<file path="config.mk">
export PLATFORM = sky130hd
export DESIGN_NAME = ultrasonic_ranger_ctrl
export DESIGN_NICKNAME = d
export VERILOG_FILES = /design/src/rtl/ultrasonic_ranger_ctrl_pkg.sv /design/src/rtl/ultrasonic_ranger_ctrl_us_tick_gen.sv /design/src/rtl/ultrasonic_ranger_ctrl.sv
export SDC_FILE = /design/constraint.sdc
export NUM_CORES = 1
export LEC_CHECK = 0
export BUFFER_PORTS_ARGS = -buffer_cell sky130_fd_sc_hd__buf_2
export CAP_MARGIN = 25
export CORE_ASPECT_RATIO = 0.75
export CORE_MARGIN = 2
export CORE_UTILIZATION = 55
export DETAILED_ROUTE_END_ITERATION = 8
export GPL_ROUTABILITY_DRIVEN = 0
export PLACE_DENSITY = 0.7
export SYNTH_ARGS = -nofsm -noshare
export SYNTH_HDL_FRONTEND = slang
export SYNTH_SLANG_ARGS = --single-unit
</file>
<file path="constraint.sdc">
create_clock -name clk -period 5.5 [get_ports clk]
set_input_delay 1.1 -clock clk [delete_from_list [all_inputs] [get_ports clk]]
set_output_delay 1.1 -clock clk [all_outputs]
set_load 0.01 [all_outputs]
</file>
<file path="src/rtl/ultrasonic_ranger_ctrl_pkg.sv">
// Shared types and constants for the ultrasonic ranger controller.
// Optional build macro: US_NEAR_HYST_EN (two-sample hysteresis on the near flag).
package ultrasonic_pkg;

  // Measurement sequencer states.
  typedef enum logic [2:0] {
    IDLE,
    TRIG,
    WAIT_RISE,
    MEASURE,
    DONE
  } state_t;

  // Clocks per microsecond for a given system clock.
  function automatic int cyc_per_us_f(input int clk_hz);
    return clk_hz / 1_000_000;
  endfunction

  // Bits needed to hold any value in 0..max_val (never less than one).
  function automatic int cnt_width(input int max_val);
    if (max_val < 2) begin
      return 1;
    end
    return $clog2(max_val + 1);
  endfunction

  // Nominal operating point: 50 MHz clock, HC-SR04 timing.
  localparam int DEF_CLK_HZ    = 50_000_000;
  localparam int DEF_TRIG_US   = 10;
  localparam int DEF_PERIOD_MS = 60;
  localparam int DEF_US_PER_CM = 58;

  // Derived cycle constants at the nominal operating point.
  localparam int CYC_PER_US = cyc_per_us_f(DEF_CLK_HZ);
  localparam int TRIG_CYC   = DEF_TRIG_US * CYC_PER_US;
  localparam int CYC_PER_CM = DEF_US_PER_CM * CYC_PER_US;
  localparam int TIMEOUT_US = 30_000;
  localparam int PERIOD_US  = DEF_PERIOD_MS * 1000;

endpackage

</file>
<file path="src/rtl/ultrasonic_ranger_ctrl_us_tick_gen.sv">
// Microsecond prescaler: us_tick pulses once every DIV clocks, phase0 marks
// the first clock of each microsecond. clr_n is a synchronous active-low clear
// that parks the prescaler at phase 0.
module us_tick_gen #(
  parameter int DIV = 50
) (
  input  logic clk,
  input  logic clr_n,
  output logic us_tick,
  output logic phase0
);
  import ultrasonic_pkg::*;

  localparam int PW = cnt_width(DIV - 1);

  logic [PW-1:0] presc_reg;

  // Free-running modulo-DIV count, restarted by clr_n.
  always_ff @(posedge clk) begin
    if (!clr_n) begin
      presc_reg <= '0;
    end else if (presc_reg == PW'(DIV - 1)) begin
      presc_reg <= '0;
    end else begin
      presc_reg <= presc_reg + PW'(1);
    end
  end

  assign us_tick = (presc_reg == PW'(DIV - 1));
  assign phase0  = (presc_reg == '0);

endmodule

</file>
<file path="src/rtl/ultrasonic_ranger_ctrl.sv">
// HC-SR04 style ranger: periodic trigger, echo timing, divider-free cm
// conversion, valid/timeout strobes and a registered near flag.
// Optional build macro: US_NEAR_HYST_EN (two-sample hysteresis on near).
module ultrasonic_ranger_ctrl #(
  parameter int CLK_HZ     = 50_000_000,
  parameter int TRIG_US    = 10,
  parameter int PERIOD_MS  = 60,
  parameter int TIMEOUT_US = 30_000,
  parameter int US_PER_CM  = 58,
  parameter int DIST_W     = 16,
  parameter int NEAR_CM    = 7
) (
  input  logic              clk,
  input  logic              rst_n,
  input  logic              enable,
  input  logic              echo,
  output logic              trig,
  output logic [DIST_W-1:0] distance,
  output logic              dist_valid,
  output logic              timeout,
  output logic              near,
  output logic              busy
);
  import ultrasonic_pkg::*;

  localparam int US_DIV       = cyc_per_us_f(CLK_HZ);
  localparam int TRIG_CLKS    = TRIG_US * US_DIV;
  localparam int CM_CLKS      = US_PER_CM * US_DIV;
  localparam int TMO_CLKS     = TIMEOUT_US * US_DIV;
  localparam int PERIOD_TICKS = PERIOD_MS * 1000;

  localparam int TW = cnt_width(TRIG_CLKS - 1);
  localparam int CW = cnt_width(CM_CLKS - 1);
  localparam int OW = cnt_width(TMO_CLKS - 1);
  localparam int PW = cnt_width(PERIOD_TICKS - 1);

  state_t            state_reg, state_next;
  logic [2:0]        echo_pipe_reg;
  logic              echo_sync, echo_prev, echo_rise, echo_fall;
  logic              us_tick, us_phase0;
  logic [PW-1:0]     period_reg;
  logic              trig_req;
  logic [TW-1:0]     trig_cnt_reg, trig_cnt_next;
  logic [OW-1:0]     tmo_cnt_reg, tmo_cnt_next;
  logic [CW-1:0]     cyc_cnt_reg, cyc_cnt_next;
  logic [DIST_W-1:0] cm_cnt_reg, cm_cnt_next;
  logic              dist_load, timeout_next;
  logic [DIST_W-1:0] distance_reg;
  logic              dist_valid_reg, timeout_reg, near_reg;
  logic              is_near;

  // Prescaler is held at phase 0 while disabled so the first trigger after
  // enable rises one clock later and later triggers land exactly one period on.
  us_tick_gen #(
    .DIV(US_DIV)
  ) u_tick (
    .clk    (clk),
    .clr_n  (rst_n & enable),
    .us_tick(us_tick),
    .phase0 (us_phase0)
  );

  // Echo synchronizer: [0] metastable stage, [1] synchronized, [2] previous.
  always_ff @(posedge clk) begin
    if (!rst_n) begin
      echo_pipe_reg <= '0;
    end else begin
      echo_pipe_reg <= {echo_pipe_reg[1:0], echo};
    end
  end

  assign echo_sync = echo_pipe_reg[1];
  assign echo_prev = echo_pipe_reg[2];
  assign echo_rise = echo_sync & ~echo_prev;
  assign echo_fall = ~echo_sync & echo_prev;

  // Measurement period in microseconds; cleared whenever disabled.
  always_ff @(posedge clk) begin
    if (!rst_n || !enable) begin
      period_reg <= '0;
    end else if (us_tick) begin
      if (period_reg == PW'(PERIOD_TICKS - 1)) begin
        period_reg <= '0;
      end else begin
        period_reg <= period_reg + PW'(1);
      end
    end
  end

  // One-clock request at the start of every period; ignored unless IDLE,
  // so an overrunning measurement simply drops it.
  assign trig_req = enable && (period_reg == '0) && us_phase0;

  // Next-state and counter logic. In MEASURE the count includes the cycle
  // that detects the fall, which makes the clock count equal the echo width.
  always_comb begin
    state_next    = state_reg;
    trig_cnt_next = trig_cnt_reg;
    tmo_cnt_next  = tmo_cnt_reg;
    cyc_cnt_next  = cyc_cnt_reg;
    cm_cnt_next   = cm_cnt_reg;
    dist_load     = 1'b0;
    timeout_next  = 1'b0;
    if (!enable) begin
      state_next = IDLE;
    end else begin
      case (state_reg)
        IDLE: begin
          if (trig_req) begin
            state_next    = TRIG;
            trig_cnt_next = '0;
          end
        end
        TRIG: begin
          if (trig_cnt_reg == TW'(TRIG_CLKS - 1)) begin
            state_next   = WAIT_RISE;
            tmo_cnt_next = '0;
          end else begin
            trig_cnt_next = trig_cnt_reg + TW'(1);
          end
        end
        WAIT_RISE: begin
          if (echo_rise) begin
            state_next   = MEASURE;
            tmo_cnt_next = '0;
            cyc_cnt_next = '0;
            cm_cnt_next  = '0;
          end else if (tmo_cnt_reg == OW'(TMO_CLKS - 1)) begin
            state_next   = IDLE;
            timeout_next = 1'b1;
          end else begin
            tmo_cnt_next = tmo_cnt_reg + OW'(1);
          end
        end
        MEASURE: begin
          if (cyc_cnt_reg == CW'(CM_CLKS - 1)) begin
            cyc_cnt_next = '0;
            if (cm_cnt_reg != '1) begin
              cm_cnt_next = cm_cnt_reg + DIST_W'(1);
            end
          end else begin
            cyc_cnt_next = cyc_cnt_reg + CW'(1);
          end
          // A fall in the same cycle as the timeout still yields a result.
          if (echo_fall) begin
            state_next = DONE;
            dist_load  = 1'b1;
          end else if (tmo_cnt_reg == OW'(TMO_CLKS - 1)) begin
            state_next   = IDLE;
            timeout_next = 1'b1;
          end else begin
            tmo_cnt_next = tmo_cnt_reg + OW'(1);
          end
        end
        DONE: begin
          state_next = IDLE;
        end
        default: begin
          state_next = IDLE;
        end
      endcase
    end
  end

  // State and working counters.
  always_ff @(posedge clk) begin
    if (!rst_n) begin
      state_reg    <= IDLE;
      trig_cnt_reg <= '0;
      tmo_cnt_reg  <= '0;
      cyc_cnt_reg  <= '0;
      cm_cnt_reg   <= '0;
    end else begin
      state_reg    <= state_next;
      trig_cnt_reg <= trig_cnt_next;
      tmo_cnt_reg  <= tmo_cnt_next;
      cyc_cnt_reg  <= cyc_cnt_next;
      cm_cnt_reg   <= cm_cnt_next;
    end
  end

  assign is_near = (int'(cm_cnt_next) <= NEAR_CM);

`ifdef US_NEAR_HYST_EN
  logic is_far;
  logic near_run_reg, far_run_reg;

  assign is_far = (int'(cm_cnt_next) >= NEAR_CM + 2);

  // Result registers; near only flips after two agreeing valid samples.
  always_ff @(posedge clk) begin
    if (!rst_n) begin
      distance_reg   <= '0;
      dist_valid_reg <= 1'b0;
      timeout_reg    <= 1'b0;
      near_reg       <= 1'b0;
      near_run_reg   <= 1'b0;
      far_run_reg    <= 1'b0;
    end else begin
      dist_valid_reg <= dist_load;
      timeout_reg    <= timeout_next;
      if (dist_load) begin
        distance_reg <= cm_cnt_next;
        near_run_reg <= is_near;
        far_run_reg  <= is_far;
        if (is_near && near_run_reg) begin
          near_reg <= 1'b1;
        end else if (is_far && far_run_reg) begin
          near_reg <= 1'b0;
        end
      end
    end
  end
`else
  // Result registers; distance and near change together on each valid result.
  always_ff @(posedge clk) begin
    if (!rst_n) begin
      distance_reg   <= '0;
      dist_valid_reg <= 1'b0;
      timeout_reg    <= 1'b0;
      near_reg       <= 1'b0;
    end else begin
      dist_valid_reg <= dist_load;
      timeout_reg    <= timeout_next;
      if (dist_load) begin
        distance_reg <= cm_cnt_next;
        near_reg     <= is_near;
      end
    end
  end
`endif

  assign trig       = (state_reg == TRIG);
  assign busy       = (state_reg != IDLE);
  assign distance   = distance_reg;
  assign dist_valid = dist_valid_reg;
  assign timeout    = timeout_reg;
  assign near       = near_reg;

endmodule

</file>
Yosys cells after proc, flatten, opt, wreduce, memory -nomap -nowiden
Cells that the tools add are included.
- register bits: 105
- input bits: 4
- logic and storage cells: 87
- add/sub/neg operators: 6
- order comparisons: 1
- equal/unequal tests: 14
- multiplexer cells: 30
- bitwise operators: 6
- reduce and logical (&&, ||, !) cells: 18
- operators by type and width (cell ; number):
    two-way mux 21 bit ; 4
    two-way mux 16 bit ; 5
    case mux 21 bit (3 select lines) ; 1
    adder 16 x 1 -> 16 bit (second input constant) ; 2
    case mux 16 bit (2 select lines) ; 1
    two-way mux 12 bit ; 2
    case mux 12 bit (2 select lines) ; 1
    adder 21 x 1 -> 21 bit (second input constant) ; 1
    equality test 21 bit (second input constant) ; 1
    two-way mux 9 bit ; 2
    case mux 9 bit (2 select lines) ; 1
    equality test 16 bit (second input constant) ; 1
    <= comparator 16 x 3 -> 1 bit (second input constant) ; 1
    zero test 16 bit ; 1
    != test 16 bit (second input constant) ; 1
    two-way mux 3 bit ; 5
    adder 12 x 1 -> 12 bit (second input constant) ; 1
    equality test 12 bit (second input constant) ; 1
    case mux 3 bit (4 select lines) ; 1
    adder 9 x 1 -> 9 bit (second input constant) ; 1
    equality test 9 bit (second input constant) ; 1
    != test 2 bit (second input constant) ; 4
    AND reduction 4 bit ; 2
    adder 6 x 1 -> 6 bit (second input constant) ; 1
    18 further kinds ; 33

Logic depth before layout (Yosys ltp)
Gate-level depths: netlist (run 1).
- word-level depth: 6
- mapped depth: 9

Modules after synthesis
From an unflattened synthesis (run 1), not the netlist that was laid out.
- cells, all modules: 597
- area, all modules: 4966.0 sq um
- modules (own cells, without submodules) (module ; times used ; cells each ; area each (sq um) ; seq. area each (sq um)):
    ultrasonic_ranger_ctrl ; 1 ; 566 ; 4684.5 ; 1981.9
    us_tick_gen ; 1 ; 31 ; 281.5 ; 120.1

Worst setup path after synthesis (run 1)
No wires, ideal clock.
- kind: input to register
- start: input enable
- end: register near_reg, in the netlist near
- library setup time: 84 ps
- arrival time: 2779 ps
- data required time: 5416 ps
- path slack: 2637 ps
- cell stages on the path: 8
- buffers on the path: 1
- cells stage by stage: clkbuf_1 -> nand4b_1 -> nor2_1 -> nand3_1 -> o32a_1 -> a2111oi_2 -> nand4_1 -> o31ai_2
- longest elaborated chain between the ends: 2
- elaborated cells on any way between the ends: 3
- those cells by class: order compare: 1; mux: 2
- ends and longest elaborated chain (item ; line ; RTL):
    start, declared ; ultrasonic_ranger_ctrl.sv:15 ; input logic enable,
    two-way mux 16 bit ; ultrasonic_ranger_ctrl.sv:104 ; if (!enable) begin
    <= comparator 16 x 3 -> 1 bit ; ultrasonic_ranger_ctrl.sv:182 ; assign is_near = (int'(cm_cnt_next) <= NEAR_CM);
    end signal, assigned ; ultrasonic_ranger_ctrl.sv:227 ; near_reg <= is_near;
    end, declared ; ultrasonic_ranger_ctrl.sv:49 ; logic dist_valid_reg, timeout_reg, near_reg;
Parallel ways exist; a longest one is shown, timed or not.
A chain may end at the register's enable or synchronous reset.

Worst setup path in the final report (run 1)
Ends and elaborated chain as after synthesis.

==> out/results.ini, run 1 <==
[status]
status=completed

[global_route]
grt_pass1_vias=4138
gr-usage-all-layers=0.240
grt_pass1_wl_um=19500
antenna_found_initial=0
grt_overflow=0
grt_max_degree=31

[power]
pwr_density_cell_mw_per_mm2=276
p_leak_uw=0.00200
ir_drop_uv=164

[sta]
worst_slack_ns=2.42
skew_ns=0.00584
setup_viol=0
rsz0062_at_grt=false
fin_crit_ns=3.08
tns_ns=0
finalMaxSlewViolations=0
hold_viol=0
worstMarginPinSlew_ns=0.925
fmax_mhz=325
slew_headroom=0.383
period_share=0.560

[worst_hold_path]
hold_start=echo_pipe_reg[0]$_SDFF_PN0_
worstHoldPathType=reg -> reg

[logic_synthesis]
synth_edf_count=0
syn-cell-area_sq_mm=0.00513
synth.top_cells.by_area=dfxtp_1, nor2_1, xor2_1
syn_inst=611
ys_ff_latch=105
syn-num-nets=624
ys.flop_type=dfxtp_1
synth-async-reset-ratio=0
yosysMostFrequentCell=dfxtp_1
ys_seq_area_frac=0.410
syn_avg_cell_area_sq_um=8.40
netlist_top_cells_count=dfxtp_1, nor2_1, nand2_1
yosys_warnings=0
yosysTopAreaCell=dfxtp_1
synth_top_cell_area_share=0.410
ys_types=67

[drt]
drtPass1Iterations=5
first_iter_violations=326
ant_nets=0
detail_route.vias_per_cell=5.87
num_vias=4462
drc_errors=0
drt_wl_total_um=11300
wl_per_cell_um=14.9

[critical_path]
path_cells=buf_2 > nand4b_1 > nor2_1 > buf_4 > nand3_1 > o32a_1 > a2111oi_2 > nand4_1 > o31ai_2
path_max_fanout=26
cpPeakStageDelay_ns=0.52
critical_path_class=in -> reg
arrival_ns=3.35
cp.required_ns=5.77
cp-end-kind=register
start_kind=input pin
crit_slowest_cell=nand4b_1
r2r-start=cyc_cnt_reg[5]$_SDFFE_PN0P_
setup.worst_path.start=enable

[clocking]
cts_buffer_depth=2
cts_max_level=3
cts.sinks=105
cts_root_buffer=clkbuf_16
post_cts_resize_count=0
clk-insertion-delay-late_ns=0.35
numCtsBuffers=9
path_clk_slew_ns=0.07
cts_hold_buf=0
cts_tree=yes
post_cts_buffers=0

[floorplanning]
start_util=0.567
die_area_sq_mm=0.0101
die_w_um=116
die_y_um=87.7
num_io_pins=25
coreArea_sq_mm=0.00905
rows=30

[cells_and_area]
largest_reg_flops=21
nFillCells=775
fin_nets=640
post-route-util=0.626
layout-drive-gt1-share=0.101
antenna_cells=0
syn2layout_area_growth_pct=10.3

[placement]
dpl.hpwl_um=8000
portBuffers=24
pre_cts_ws_ns=2.06

[flow_run]
drv_cap=0

placed cells by master, fill, tap and decap left out, types with 3 or more instances in the layout:
cell,Yosys,routed
nor3_1,18,18
nand3_1,33,33
nand4_1,26,26
a211oi_1,10,10
and3_1,15,15
nor2_1,101,101
bufinv_16,0,3
or4b_1,3,3
inv_1,12,12
o21ai_1,3,3
clkbuf_16,0,9
nor4_1,18,18
dfxtp_1,105,105
a21oi_1,21,21
nand2_1,55,55
and2_1,13,13
a32oi_1,3,3
buf_2,1,24
xor2_1,28,28
a31oi_1,4,4
o211a_1,3,3
or3_1,12,12
o21ai_0,16,16
ha_1,9,9
nor3_2,3,3
nor2b_1,7,7
or4_1,6,6
xnor2_1,20,20
metal layers:
metal  routed length (um)  part of all wire  track usage  vias up
met5                    0                 0            0        -
met4                  290             0.026        0.111        0
met3                  693             0.061       0.0561       26
met2                 4800              0.42        0.356      150
met1                 5560              0.49        0.333     2059
li1                     -                 -            -     2227
logic make-up (layout without fill, tap and decap cells):
group                    Yosys count  count (layout)  synth area share
adder cells (fa/ha/maj)            9               9            0.0219
multiplexers                       2               2           0.00390
XOR/XNOR                          48              48            0.0819
AO/OA/AOI/OAI                     86              86             0.119
AND/OR/NAND/NOR                  328             328             0.331
buffers and inverters             33              54            0.0324
flip-flops                       105             105             0.410
per-stage QoR:
stage | power, uW | cell area [sq um] | hold WS, ns | std cells
2_1_floorplan | 817 | 5130 | 0.412 | 611
3_3_place_gp | 827 | 5310 | 0.416 | 744
3_5_place_dp | 828 | 5310 | 0.420 | 744
4_1_cts | 1570 | 5660 | 0.436 | 760
5_1_grt | 1610 | 5660 | 0.470 | 760
6_report | 1560 | 5660 | 0.436 | 760
final timing paths:
check	end	slack, ns	cells past startpoint
worst max-delay path	near$_SDFFE_PN0P_	2.42	9
worst min-delay path	echo_pipe_reg[1]$_SDFF_PN0_	0.44	1
worst max register to register	near$_SDFFE_PN0P_	2.60	7
worst min register to register	echo_pipe_reg[1]$_SDFF_PN0_	0.44	1
where the power goes:
part	switching (uW)	leakage, uW	internal (uW)
clock network	279	0.000173	471
registers	4.77	0.000846	764
logic	30.2	0.000980	12.1
total	314	0.00200	1250
worst max-delay path: cells and delay by family:
family	cells	cell delay, ns
AND/OR/NAND/NOR	4	1.01
AO/OA/AOI/OAI	3	0.75
buffers and inverters	2	0.47
final cells by class:
cell class | instances | area, sq um | share of cell area
Timing Repair Buffer | 26 | 135 | 0.0239
Multi-Input combinational cell | 473 | 2860 | 0.506
Clock buffer | 12 | 256 | 0.0453
Inverter | 12 | 45.0 | 0.00796
Sequential cell | 105 | 2100 | 0.371
Tap cell | 128 | 160 | 0.0283
Clock inverter | 4 | 98.8 | 0.0175
Note: power is estimated with default switching activity, not from simulation.
==> inputs of run 2 (changes only) <==
--- a/config.mk
+++ b/config.mk
@@ -12,7 +12,7 @@
 export CORE_UTILIZATION = 55
 export DETAILED_ROUTE_END_ITERATION = 8
 export GPL_ROUTABILITY_DRIVEN = 0
-export PLACE_DENSITY = 0.7
+export PLACE_DENSITY = 0.73
 export SYNTH_ARGS = -nofsm -noshare
 export SYNTH_HDL_FRONTEND = slang
 export SYNTH_SLANG_ARGS = --single-unit
==> constraint.sdc (replaced) <==
create_clock -name clk -period 2.6 [get_ports clk]
set_input_delay 0.52 -clock clk [delete_from_list [all_inputs] [get_ports clk]]
set_output_delay 0.52 -clock clk [all_outputs]
set_load 0.01 [all_outputs]
==> run 2 against run 1 <==
Effect of this change:
- combinational power is 140% higher
- sequential cell count stayed put
- final cell count is 3.0% higher
- critical path type is now reg -> reg
- global-route usage is 0.057 points higher
- first-iteration DRC count is 12% higher
- clock power is 97% higher
- largest power group unchanged
- hold slack worse by 0.037 ns
- sequential power is 110% higher
- die area stayed put
- via count is 2.7% higher
- largest cell class unchanged
==> out/results.ini, run 2 (synthesis gave the netlist of run 1 again) <==
[status]
status=completed

[cells_and_area]
largest_reg_flops=21  ; unchanged
antenna_cells=0  ; unchanged
syn2layout_area_growth_pct=13.7
layout-drive-gt1-share=0.144  ; +0.0422
mostFrequentLayoutCells=dfxtp_1, nor2_1, nand2_1
final_common_cell=dfxtp_1
ff_latch_area_sq_mm=0.00210  ; +0.12%
stdcell_area_sq_mm=0.00584  ; +3.1%
nFillCells=800  ; +3.2%
multi_input_area_sq_mm=0.00289  ; +0.92%
final_cells=783  ; +3.0%
fin_nets=663  ; +3.6%

[global_route]
grtUsageMet1=0.336  ; +0.00300
gr-usage-all-layers=0.240  ; +0.000566
grt_pass1_vias=4152  ; +0.34%
use_met2=0.369  ; +0.0138
grt-busiest-layer=met2
met3_usage=0.0602  ; +0.00415
antenna_found_initial=0  ; unchanged
grt_overflow=0  ; unchanged
grt_pass1_wl_um=19600  ; +0.61%
grt_max_degree=31  ; unchanged

[power]
p_int_uw=2520  ; +100%
switching_share=0.213  ; +0.0120
seqPwrFrac=0.507  ; +0.015
clkPwrFrac=0.462  ; -0.019
pwr_density_cell_mw_per_mm2=549  ; +99%
ir_drop_uv=530  ; +220%
p_leak_uw=0.00210  ; +5.2%
power_frac_comb=0.032  ; +0.005
switchingPower_uw=683  ; +120%

[placement]
placedCellCount=767  ; +3.1%
pre_cts_ws_ns=0.103  ; -1.95 ns
dpl.hpwl_um=8340  ; +4.1%
placed_area_sq_mm=0.00548  ; +3.3%
portBuffers=24  ; unchanged

[floorplanning]
die_w_um=116  ; unchanged
num_io_pins=25  ; unchanged
die_area_sq_mm=0.0101  ; unchanged
die_y_um=87.7  ; unchanged
start_util=0.567  ; unchanged
coreArea_sq_mm=0.00905  ; unchanged
rows=30  ; unchanged

[flow_run]
drv_cap=0  ; unchanged

[worst_hold_path]
worstHoldPathType=in -> reg
hold_start=echo
whs_path_depth=2  ; +1
worstHoldEndpoint=echo_pipe_reg[0]$_SDFF_PN0_

[sta]
holdWs_ns=0.399  ; -0.0368 ns
setup_viol=0  ; unchanged
tns_ns=0  ; unchanged
worstMarginPinSlew_ns=0.944  ; +0.0192 ns
skew_ns=0.00873  ; +0.00289 ns
worst_slack_ns=0.100  ; -2.32 ns
rsz0062_at_grt=true
slew_headroom=0.370  ; -0.0128
period_share=0.961
fmax_mhz=400
fin_crit_ns=2.50
hold_viol=0  ; unchanged
finalMaxSlewViolations=0  ; unchanged

[clocking]
cts.sinks=105  ; unchanged
numCtsBuffers=9  ; unchanged
post_cts_resize_count=0  ; unchanged
cts_max_level=3  ; unchanged
clk-insertion-delay-late_ns=0.35  ; about the same
cts_root_buffer=clkbuf_16
path_clk_slew_ns=0.07  ; about the same
post_cts_buffers=0  ; unchanged
cts_hold_buf=0  ; unchanged
cts_buffer_depth=2  ; unchanged
cts_tree=yes

[critical_path]
start_kind=register
arrival_ns=2.74  ; -0.61 ns
timing.rr.end=near$_SDFFE_PN0P_
critical_path_class=reg -> reg
r2r-start=cyc_cnt_reg[5]$_SDFFE_PN0P_
path_max_fanout=7  ; -73%
ff2ff_path_depth=7  ; unchanged
cp-end-kind=register
r2r_slack_ns=0.10  ; -2.50 ns
cp.required_ns=2.84  ; -2.93 ns

[drt]
ant_nets=0  ; unchanged
drtPass1Iterations=5  ; unchanged
drc_errors=0  ; unchanged
first_iter_violations=364  ; +12%
drt_wl_total_um=11600  ; +2.2%
wl_per_cell_um=14.8  ; -0.81%
detail_route.vias_per_cell=5.85  ; -0.33%
num_vias=4582  ; +2.7%

[run 2: cell type report]
cell class	count	share of cell area
clock buffer	10	0.0409
inverter	12	0.00772
timing repair buffer	49	0.0527
tap	128	0.0274
sequential	105	0.361
clock inverter	6	0.0154
multi-input combinational	473	0.495
[run 2: how the worst max path moves through the flow]
stage	to	startpoint	slack, ns
final	near$_SDFFE_PN0P_	cyc_cnt_reg[5]$_SDFFE_PN0P_	0.10
after global routing	near$_SDFFE_PN0P_	cyc_cnt_reg[5]$_SDFFE_PN0P_	-0.04
after CTS	near$_SDFFE_PN0P_	cm_cnt_reg[0]$_SDFF_PN0_	0.08
after detailed placement	near$_SDFFE_PN0P_	cm_cnt_reg[0]$_SDFF_PN0_	0.10
after global placement	near$_SDFFE_PN0P_	cyc_cnt_reg[5]$_SDFFE_PN0P_	0.16
after floorplan	near$_SDFFE_PN0P_	cyc_cnt_reg[3]$_SDFFE_PN0P_	0.14
[run 2: per-stage QoR]
stage          power (uW)   util
2_1_floorplan        1730      -
3_3_place_gp         1750  0.606
3_5_place_dp         1760  0.606
4_1_cts              3220  0.642
5_1_grt              3300  0.645
6_report             3200  0.645
[run 2: power by group through the flow]
stage | Clock [uW] | Combinational [uW] | Sequential, uW
2_1_floorplan | 0 | 70.9 | 1660
3_3_place_gp | 0 | 95.2 | 1660
3_5_place_dp | 0 | 99.5 | 1660
4_1_cts | 1500 | 100 | 1620
5_1_grt | 1570 | 112 | 1620
6_report | 1480 | 101 | 1620
[run 2: routing by layer]
metal / vias to the layer above / part of all wire / wire length [um]
li1: 2267 / - / -
met1: 2169 / 0.49 / 5630
met2: 132 / 0.44 / 5140
met3: 14 / 0.058 / 673
met4: 0 / 0.013 / 153
met5: - / 0 / 0
[run 2: worst max-delay path, cell delays in order, from the launching register on]
cell and delay [ns]:
dfxtp_1 0.37, or4b_4 0.52, or4_4 0.57, or4b_1 0.56
o211ai_2 0.11, nor2_1 0.06, nand4_1 0.12, o31ai_2 0.08
==> inputs of run 3 (changes only) <==
--- a/config.mk
+++ b/config.mk
@@ -5,6 +5,7 @@
 export SDC_FILE = /design/constraint.sdc
 export NUM_CORES = 1
 export LEC_CHECK = 0
+export ABC_AREA = 1
 export BUFFER_PORTS_ARGS = -buffer_cell sky130_fd_sc_hd__buf_2
 export CAP_MARGIN = 25
 export CORE_ASPECT_RATIO = 0.75
@@ -12,7 +13,7 @@
 export CORE_UTILIZATION = 55
 export DETAILED_ROUTE_END_ITERATION = 8
 export GPL_ROUTABILITY_DRIVEN = 0
-export PLACE_DENSITY = 0.73
+export PLACE_DENSITY = 0.72
 export SYNTH_ARGS = -nofsm -noshare
 export SYNTH_HDL_FRONTEND = slang
 export SYNTH_SLANG_ARGS = --single-unit
==> run 3 against run 2 <==
Effect of this change:
- non-clock buffer count is 19 lower
- fmax up 7.2%
- die area increased by 7.3%
- critical path type unchanged
- highest routed layer unchanged
==> out/results.ini, run 3 <==
[sta]
period_share=0.897  ; -0.0647
worstMarginPinSlew_ns=0.563  ; -0.381 ns
finalMaxSlewViolations=0  ; unchanged
hold_viol=0  ; unchanged
tns_ns=0  ; unchanged
fmax_mhz=429  ; +7.2%
setup_viol=0  ; unchanged
fin_crit_ns=2.33  ; -0.168 ns
slew_headroom=0.623  ; +0.254
rsz0062_at_grt=false
skew_ns=0.00616  ; -0.00257 ns

[critical_path]
crit_family=simple AND/OR/NAND/NOR gates
ff2ff_path_depth=13  ; +6
crit_slowest_cell=nor2_1
cpPeakStageDelay_ns=0.44  ; -0.13 ns
cp-end-kind=register
path_max_fanout=8  ; +1
r2r_slack_ns=0.27  ; +0.17 ns
cp_num_cells=13  ; +6
endpoint=near$_SDFFE_PN0P_
cp.required_ns=2.82  ; -0.02 ns
setup.worst_path.start=cyc_cnt_reg[0]$_SDFFE_PN0P_
r2r-start=cyc_cnt_reg[0]$_SDFFE_PN0P_
timing.rr.end=near$_SDFFE_PN0P_
start_kind=register
arrival_ns=2.55  ; -0.19 ns
critical_path_class=reg -> reg
cp.buffers_inverters=1  ; +1
path_cells=ha_1 > nor3b_1 > nand2_1 > nor2_1 > inv_1 > nand2_1 > nand3_1 > nand2_1 > nand2_1 > nand2_1 > nor2_1 > nand2_1 > a21oi_1
cpMostUsedCell=nand2_1

[clocking]
post_cts_buffers=0  ; unchanged
cts_hold_buf=0  ; unchanged
cts_tree=yes
post_cts_resize_count=0  ; unchanged
path_clk_slew_ns=0.07  ; about the same
cts_buffer_depth=2  ; unchanged
numCtsBuffers=9  ; unchanged
cts_max_level=3  ; unchanged
cts.sinks=105  ; unchanged
cts_root_buffer=clkbuf_16
clk-insertion-delay-late_ns=0.34  ; about the same

[logic_synthesis]
yosys_warnings=0  ; unchanged
synth-async-reset-ratio=0  ; unchanged
ys.flop_type=dfxtp_1
synth_compound_area_frac=0.113  ; -0.00576
synth_edf_count=0  ; unchanged
yosysMostFrequentCell=nand2_1
muxShareOfSynthArea=0  ; -0.00390
syn-num-nets=832  ; +33%
synthSimpleGateAreaFrac=0.358  ; +0.0272
synth_top_family_by_area=simple AND/OR/NAND/NOR gates
ys_ff_latch=105  ; unchanged
netlist_top_cells_count=nand2_1, nor2_1, inv_1
syn_avg_cell_area_sq_um=6.75  ; -20%
ys_types=42  ; -37%
synth_top_cell_area_share=0.380  ; -0.0291
syn-cell-area_sq_mm=0.00553  ; +7.7%
synth.top_cells.by_area=dfxtp_1, nand2_1, nor2_1
ys_seq_area_frac=0.380  ; -0.0291
synthAdderAreaFrac=0.0204  ; -0.00156
syn_inst=819  ; +34%
yosysTopAreaCell=dfxtp_1
synth-xor-area-share=0.0333  ; -0.0486

[power]
ir_drop_uv=437  ; -18%
switchingPower_uw=650  ; -4.7%
seqPwrFrac=0.531  ; +0.024
switching_share=0.213  ; -0.000729
p_int_uw=2410  ; -4.3%
pwr_density_cell_mw_per_mm2=504  ; -8.2%
p_leak_uw=0.00243  ; +16%
clkPwrFrac=0.429  ; -0.033
power_uw=3060  ; -4.4%
power_frac_comb=0.041  ; +0.009

[drt]
drtPass1Iterations=7  ; +2
drc_errors=0  ; unchanged
wl_per_cell_um=12.9  ; -13%
ant_nets=0  ; unchanged
drt_wl_total_um=12700  ; +9.4%
detail_route.vias_per_cell=5.46  ; -6.7%
first_iter_violations=374  ; +2.7%
num_vias=5368  ; +17%

[worst_hold_path]
worstHoldPathType=in -> reg
whs_path_depth=3  ; +1

[floorplanning]
coreArea_sq_mm=0.00970  ; +7.2%
die_y_um=90.8  ; +3.6%
rows=31  ; +3.3%
num_io_pins=25  ; unchanged
die_w_um=120  ; +3.6%
die_area_sq_mm=0.0109  ; +7.3%
start_util=0.570  ; +0.00245

[global_route]
grt_pass1_wl_um=21600  ; +10%
grt_overflow=0  ; unchanged
gr-usage-all-layers=0.240  ; about the same
grt_max_degree=35  ; +13%
antenna_found_initial=0  ; unchanged
grt_pass1_vias=4953  ; +19%

[cells_and_area]
fin_nets=861  ; +30%
largest_reg_flops=21  ; unchanged
antenna_cells=0  ; unchanged
final_common_cell=nand2_1
syn2layout_area_growth_pct=10.0
layout-drive-gt1-share=0.0834  ; -0.0601
mostFrequentLayoutCells=nand2_1, nor2_1, inv_1
stdcell_area_sq_mm=0.00608  ; +4.1%
nFillCells=925  ; +16%

[status]
status=completed

[flow_run]
drv_cap=0  ; unchanged

[placement]
portBuffers=24  ; unchanged
dpl.hpwl_um=9390  ; +13%
placed_area_sq_mm=0.00579  ; +5.7%

==> run 3: cell types whose count changed in the layout (fill, tap and decap cells not counted), sizes merged, moves of 19 or more <==
cell,before,now
buf,49,30
nand2,56,170
inv,13,120
nor2,101,129
nand3,33,54
o21ai,20,42
xnor2,20,0
==> run 3: power groups by stage <==
stage / Clock, uW / Combinational, uW / Sequential (uW)
floorplan: 0 / 87.2 / 1660
global placement: 0 / 122 / 1660
detailed placement: 0 / 123 / 1660
CTS: 1350 / 123 / 1620
global route: 1420 / 141 / 1620
finish: 1310 / 125 / 1620
==> run 3: through the flow <==
stage	setup WS (ns)	instances	hold WS, ns	utilization
finish	0.269	983	0.362	0.627
global route	0.0490	983	0.392	0.627
CTS	0.284	983	0.349	0.627
detailed placement	0.300	969	0.421	0.597
global placement	0.333	969	0.414	0.597
floorplan	0.731	819	0.390	-
==> run 3: layout make-up <==
cell class | count | area [sq um] | share of cell area
Clock inverter | 3 | 42.5 | 0.00700
Timing Repair Buffer | 30 | 165 | 0.0272
Inverter | 122 | 458 | 0.0753
Sequential cell | 105 | 2100 | 0.346
Multi-Input combinational cell | 580 | 2900 | 0.478
Clock buffer | 11 | 243 | 0.0399
Tap cell | 132 | 165 | 0.0272
==> run 3: kinds of logic (layout without fill, tap and decap cells) <==
kind of cell             after synthesis  after routing
AND/OR/NAND/NOR                      440            440
buffers and inverters                134            166
XOR/XNOR                              21             21
flip-flops                           105            105
AO/OA/AOI/OAI                        110            110
adder cells (fa/ha/maj)                9              9
==> run 3: worst reg2reg max path, cell delays in order, from the launching register on <==
cell and delay (ns):
dfxtp_1 0.38, ha_1 0.26, nor3b_1 0.19, nand2_1 0.07
nor2_1 0.44, inv_1 0.27, nand2_1 0.11, nand3_1 0.08
nand2_1 0.10, nand2_1 0.10, nand2_1 0.08, nor2_1 0.04
nand2_1 0.06, a21oi_1 0.05
==> run 3: routing by layer <==
| metal | global-route usage | up-vias | share of wire |
|---|---|---|---|
| met5 | 0 | - | 0 |
| met4 | 0.0814 | 0 | 0.018 |
| met3 | 0.0505 | 27 | 0.059 |
| li1 | - | 2744 | - |
| met1 | 0.313 | 2414 | 0.47 |
| met2 | 0.396 | 183 | 0.45 |
==> run 3: worst min path at each step <==
stage,slack (ns),from,endpoint
floorplan,0.39,echo_pipe_reg[0]$_SDFF_PN0_,echo_pipe_reg[1]$_SDFF_PN0_
global placement,0.41,echo_pipe_reg[1]$_SDFF_PN0_,echo_pipe_reg[2]$_SDFF_PN0_
detailed placement,0.42,echo_pipe_reg[1]$_SDFF_PN0_,echo_pipe_reg[2]$_SDFF_PN0_
CTS,0.35,echo,echo_pipe_reg[0]$_SDFF_PN0_
global route,0.39,echo,echo_pipe_reg[0]$_SDFF_PN0_
finish,0.36,echo,echo_pipe_reg[0]$_SDFF_PN0_
